### src/rtl/dot_product_accumulator.sv
// dot_product_accumulator: streaming multiply-accumulate. It accepts one unsigned
// N-bit operand pair per cycle over valid/ready, registers the pair, multiplies it
// and sums every LEN consecutive products into one ACC_W-bit result. Each result
// carries a sticky overflow flag.
//
// Ports:
//   clk, rst            single clock, synchronous active-high reset
//   in_valid/in_ready   input handshake; in_ready is combinational
//   in_a, in_b          N-bit unsigned operands
//   out_valid/out_ready registered result handshake
//   out_sum             sum of LEN products, modulo 2^ACC_W
//   out_ovf             some addition in this result carried out of ACC_W bits
module dot_product_accumulator #(
    parameter int unsigned N     = 4,
    parameter int unsigned LEN   = 4,
    parameter int unsigned ACC_W = 2*N + 2
) (
    input  logic             clk,
    input  logic             rst,
    input  logic             in_valid,
    output logic             in_ready,
    input  logic [N-1:0]     in_a,
    input  logic [N-1:0]     in_b,
    output logic             out_valid,
    input  logic             out_ready,
    output logic [ACC_W-1:0] out_sum,
    output logic             out_ovf
);

    localparam int unsigned IDX_W  = (LEN > 1) ? $clog2(LEN) : 1;
    localparam int unsigned PROD_W = 2*N;
    localparam int unsigned SUM_W  = ACC_W + 1;
    localparam logic [IDX_W-1:0] IDX_LAST = IDX_W'(LEN - 1);

    // Occupancy of stage 1 and the output register.
    typedef enum logic [1:0] {
        ST_EMPTY,
        ST_FILL,
        ST_HOLD,
        ST_STALL
    } state_e;

    state_e             state_q, state_d;
    logic [IDX_W-1:0]   idx_q, idx_d;
    logic               v1_q, v1_d;
    logic               last_q, last_d;
    logic [N-1:0]       a_q, a_d;
    logic [N-1:0]       b_q, b_d;
    logic [ACC_W-1:0]   acc_q, acc_d;
    logic               ovf_q, ovf_d;
    logic               out_valid_q, out_valid_d;
    logic [ACC_W-1:0]   out_sum_q, out_sum_d;
    logic               out_ovf_q, out_ovf_d;

    logic [PROD_W-1:0]  prod_c;
    logic [SUM_W-1:0]   sum_c;
    logic               stall_c;
    logic               xfer_c;
    logic               fire_c;

    n_bit_multiplier #(
        .N (N)
    ) u_mult (
        .a (a_q),
        .b (b_q),
        .p (prod_c)
    );

    // STALL means a last element waits behind a full output register; it only
    // blocks while the consumer is not taking the result this cycle.
    assign stall_c   = (state_q == ST_STALL) && !out_ready;
    assign in_ready  = !rst && !stall_c;
    assign xfer_c    = in_valid && in_ready;
    assign fire_c    = v1_q && !stall_c;
    assign sum_c     = {1'b0, acc_q} + SUM_W'(prod_c);

    assign out_valid = out_valid_q;
    assign out_sum   = out_sum_q;
    assign out_ovf   = out_ovf_q;

    // State register and datapath flops.
    always_ff @(posedge clk) begin
        if (rst) begin
            state_q     <= ST_EMPTY;
            idx_q       <= '0;
            v1_q        <= 1'b0;
            last_q      <= 1'b0;
            a_q         <= '0;
            b_q         <= '0;
            acc_q       <= '0;
            ovf_q       <= 1'b0;
            out_valid_q <= 1'b0;
            out_sum_q   <= '0;
            out_ovf_q   <= 1'b0;
        end else begin
            state_q     <= state_d;
            idx_q       <= idx_d;
            v1_q        <= v1_d;
            last_q      <= last_d;
            a_q         <= a_d;
            b_q         <= b_d;
            acc_q       <= acc_d;
            ovf_q       <= ovf_d;
            out_valid_q <= out_valid_d;
            out_sum_q   <= out_sum_d;
            out_ovf_q   <= out_ovf_d;
        end
    end

    // Next-state: stage-1 load, accumulate/emit, output handshake, occupancy.
    always_comb begin
        state_d     = state_q;
        idx_d       = idx_q;
        v1_d        = v1_q;
        last_d      = last_q;
        a_d         = a_q;
        b_d         = b_q;
        acc_d       = acc_q;
        ovf_d       = ovf_q;
        out_valid_d = out_valid_q;
        out_sum_d   = out_sum_q;
        out_ovf_d   = out_ovf_q;

        if (xfer_c) begin
            a_d    = in_a;
            b_d    = in_b;
            v1_d   = 1'b1;
            last_d = (idx_q == IDX_LAST);
            idx_d  = (idx_q == IDX_LAST) ? '0 : idx_q + IDX_W'(1);
        end else if (fire_c) begin
            v1_d = 1'b0;
        end

        if (out_valid_q && out_ready) begin
            out_valid_d = 1'b0;
        end

        // A new result overrides the consume-clear above.
        if (fire_c) begin
            if (last_q) begin
                out_sum_d   = sum_c[ACC_W-1:0];
                out_ovf_d   = ovf_q | sum_c[ACC_W];
                out_valid_d = 1'b1;
                acc_d       = '0;
                ovf_d       = 1'b0;
            end else begin
                acc_d = sum_c[ACC_W-1:0];
                ovf_d = ovf_q | sum_c[ACC_W];
            end
        end

        if (!out_valid_d) begin
            state_d = v1_d ? ST_FILL : ST_EMPTY;
        end else if (v1_d && last_d) begin
            state_d = ST_STALL;
        end else begin
            state_d = ST_HOLD;
        end
    end

endmodule

// n_bit_multiplier: combinational unsigned N x N -> 2N multiplier.
module n_bit_multiplier #(
    parameter int unsigned N = 4
) (
    input  logic [N-1:0]   a,
    input  logic [N-1:0]   b,
    output logic [2*N-1:0] p
);

    assign p = (2*N)'(a) * (2*N)'(b);

endmodule

### config.mk
export PLATFORM = sky130hd
export DESIGN_NAME = dot_product_accumulator
export DESIGN_NICKNAME = d
export VERILOG_FILES = /design/src/rtl/dot_product_accumulator.sv
export SDC_FILE = /design/constraint.sdc
export NUM_CORES = 1
export LEC_CHECK = 0
export BUFFER_PORTS_ARGS = -buffer_cell sky130_fd_sc_hd__buf_2
export CORE_MARGIN = 4
export CORE_UTILIZATION = 55
export CTS_CLUSTER_DIAMETER = 40
export DETAILED_ROUTE_END_ITERATION = 10
export PLACE_DENSITY = 0.73
export SETUP_SLACK_MARGIN = 0.5
export SYNTH_ARGS = -nofsm -noshare
export SYNTH_HDL_FRONTEND = slang
export SYNTH_SLANG_ARGS = --single-unit
### constraint.sdc
create_clock -name clk -period 4.6 [get_ports clk]
set_clock_uncertainty 0.05 [all_clocks]
set_input_delay 0 -clock clk [delete_from_list [all_inputs] [get_ports clk]]
set_output_delay 0 -clock clk [all_outputs]
set_load 0.01 [all_outputs]
==> Flow_metrics.wiki <==
{| class="wikitable"
! Metric !! Value
|-
| Initial cell density of the core || 0.571
|-
| Final cell count without fillers || 347
|-
| Clock tree from TritonCTS || done
|-
| Synth Warn # || 0
|-
| Cell count after synthesis || 264
|-
| Synthesized-area fraction occupied by adder cells || 0.183
|-
| Number of distinct library cells after synthesis || 50
|-
| Setup slack of the worst register-to-register path || 1.07 ns
|-
| Boundary pin count || 25
|-
| Main combinational cell family by area after synthesis || simple AND/OR/NAND/NOR gates
|-
| Pleak || 1.19 nW
|-
| Width of the die || 72.4 um
|-
| Maxcap violations || 0
|-
| Footprint of the multi-input gates || 1420 um2
|-
| Max Slew Vio Count || 0
|-
| Global-route wire length before repair || 8.65 mm
|-
| Slew of the pin with the lowest slew margin || 0.602 ns
|-
| Share of the synthesized area in the top cell type || 0.316
|-
| Setup bufs post-CTS || 0
|-
| Remaining design rule violation count || 0
|-
| Critical path required time || 4.73 ns
|-
| Overall track demand over capacity in global routing || 0.210
|-
| Most frequent CP cell || sky130_fd_sc_hd__fa_1
|-
| Start-to-end type of the worst setup path || reg -> reg
|-
| Asr flop ratio synth || 0
|-
| Reg clk slew, reported paths || 0.07 ns
|-
| DIE AREA || 5250 um2
|-
| Total number of clock tree sinks || 36
|-
| Worst path cell trace || nand2_1 > fa_1 > fa_1 > inv_1 > fa_1 > ha_1 > a21oi_2 > a21oi_1 > or3_1 > a32o_1
|-
| Storage element area || 721 um2
|-
| Largest stage delay on the critical path || 0.54 ns
|-
| Kind of launch point of the worst setup path || register
|-
| Top-count cell post-synth || sky130_fd_sc_hd__nand2_1
|-
| Xor-xnor portion of the synthesized cell area || 0.00384
|-
| Hold Buf Count CTS || 9
|-
| Hold Fails Final Rpt || 0
|-
| Post-detailed-route via-to-cell ratio || 5.56
|-
| Resized cells post-CTS || 0
|-
| Non-Filler Cell Area, Final || 2610 um2
|-
| Critical path capture point type || register
|-
| Area growth from synthesis to layout || 14.2%
|-
| Flip-flop and latch count after synthesis || 36
|-
| Via count || 1928
|-
| Drt first pass iters || 4
|-
| Count of placed standard cells including taps || 330
|-
| Total half-perimeter wirelength after legalization and detailed placement || 3.70 mm
|-
| Cell area after synthesis || 2280 um2
|-
| Post-synthesis mux area share || 0
|-
| Final Wtd Congestion || 0.805
|-
| Longest Clk Path Bufs || 2
|-
| Post-Route WL || 4.91 mm
|-
| Net Count, Synth || 304
|-
| Final net count || 336
|-
| Antenna violations before repair || 0
|-
| Slowest stage cell, crit path || sky130_fd_sc_hd__fa_1
|-
| Port-buffer cells || 24
|-
| Sequential-to-total area share from yosys stat || 0.316
|-
| Final setup fails || 0
|-
| Number of nets with antenna violations after detailed routing || 0
|-
| Post-Place Cell Area || 2430 um2
|-
| Avg Synthesized Cell Area || 8.65 um2
|-
| Core box area || 4000 um2
|-
| Final setup TNS || 0 ns
|-
| Maximum fanout encountered on the critical timing path || 5
|-
| Most numerous cell types in the synthesized netlist || 41 x sky130_fd_sc_hd__nand2_1, 36 x sky130_fd_sc_hd__dfxtp_1, 24 x sky130_fd_sc_hd__inv_1
|-
| Unrepaired setup endpoints after global routing || no
|-
| Slew headroom || 0.597
|-
| Total gr overflow || 0
|-
| Row cnt || 23
|-
| Die Y-Extent || 72.4 um
|-
| Fill cell instance count of the final layout || 347
|-
| Most area-consuming cells after synthesis || sky130_fd_sc_hd__dfxtp_1 32%, sky130_fd_sc_hd__ha_1 10%, sky130_fd_sc_hd__fa_1 7.9%
|-
| Cell accounting for the most synthesized area || sky130_fd_sc_hd__dfxtp_1
|-
| Post-synth EDFFs || 0
|-
| Share of cells above drive strength 1 || 0.128
|-
| Maximum number of pins on one net before global-route repair || 37
|-
| Number of global-route vias before repair || 1864
|-
| Min Tclk post-route || 3.53 ns
|-
| Worst IR Drop VDD || 0.193 mV
|-
| Inserted Diodes || 0
|-
| Data arrival at the endpoint of the critical path || 3.66 ns
|-
| Iteration-0 DRC count of the detailed router || 120
|-
| CTS HTree Levels || 2
|-
| Outcome || completed
|-
| Skew-Pair Late Insertion Delay || 0.29 ns
|-
| Final period utilization || 0.767
|-
| Cell at the root of the clock tree || sky130_fd_sc_hd__clkbuf_8
|-
| Final routed wire length divided by cell count || 14.1 um
|-
| Compound-cell area share of the yosys netlist || 0.165
|-
| TritonCTS Buffers || 5
|-
| Total power divided by cell area || 242 nW/um2
|-
| Total Power || 0.631 mW
|-
| Basic-gate share of the synthesized area counting and, or, nand and nor cells || 0.271
|-
| Path type of the worst min-delay path || in -> reg
|-
| Primary FF master, synth || sky130_fd_sc_hd__dfxtp_1
|-
| Achievable frequency || 283 MHz
|}
## cell families (layout without fill, tap and decap cells)
| logic type | count (synthesis) | count (layout) |
|---|---|---|
| flops | 36 | 36 |
| fa+ha+maj | 28 | 28 |
| buf+inv | 34 | 67 |
| compound gates | 54 | 54 |
| simple gates | 111 | 111 |
| xor+xnor | 1 | 1 |
## placed cells by master (no fill, tap or decap), types with 8 or more instances in the layout
cell type,instances
sky130_fd_sc_hd__a21oi_1,15
sky130_fd_sc_hd__and2_1,12
sky130_fd_sc_hd__buf_2,24
sky130_fd_sc_hd__dfxtp_1,36
sky130_fd_sc_hd__dlygate4sd3_1,9
sky130_fd_sc_hd__fa_1,9
sky130_fd_sc_hd__ha_1,19
sky130_fd_sc_hd__inv_1,24
sky130_fd_sc_hd__nand2_1,41
sky130_fd_sc_hd__nand3_1,8
sky130_fd_sc_hd__nand3b_1,15
## cell type report
class | instances | share of cell area
clock buffer | 8 | 0.0345
sequential | 36 | 0.276
tap | 50 | 0.0240
multi-input combinational | 194 | 0.546
timing repair buffer | 34 | 0.0835
inverter | 25 | 0.0360
## metal layers
| layer | vias to the layer above | track usage | wire length [um] |
|---|---|---|---|
| met4 | 0 | 0.0615 | 51 |
| met5 | - | 0 | 0 |
| met2 | 36 | 0.330 | 2290 |
| met1 | 894 | 0.288 | 2360 |
| met3 | 5 | 0.0499 | 211 |
| li1 | 993 | - | - |
## where the power goes
group	switching, mW	internal, mW	total [mW]
Sequential	0.00834	0.321	0.329
Combinational	0.0395	0.0316	0.0711
Clock	0.109	0.122	0.231
## worst max-delay path, delay by kind of cell (launching register included)
family	cells	cell delay [ns]
AOI/OAI and AO/OA	3	0.61
adders and majority gates	4	1.88
buffers and inverters	1	0.05
DFF	1	0.38
and+or+nand+nor	2	0.45
## flip-flops by register name (all words and copies together) (netlist names)
register  flops
acc_q        10
out_ovf       1
idx_q         2
b_q           4
ovf_q         1
last_q        1
state_q       2
out_sum      10
a_q           4
v1_q          1
## final timing paths
kind	start	end	cells past startpoint
setup / recovery	a_q[0]	out_sum[8]	10
hold / removal	out_ready	state_q[0]	4
setup reg to reg	a_q[0]	out_sum[8]	10
hold reg to reg	out_sum[2]	out_sum[2]	2
## stage by stage
stage | setup WS, ns | util | hold WS (ns)
after floorplan | 1.26 | - | 0.0489
after global placement | 1.17 | 0.607 | 0.131
after detailed placement | 1.08 | 0.607 | 0.136
after CTS | 1.07 | 0.652 | 0.0597
after global routing | 0.872 | 0.652 | 0.103
final | 1.07 | 0.652 | 0.0663
Power figures use the tool's default switching activity.
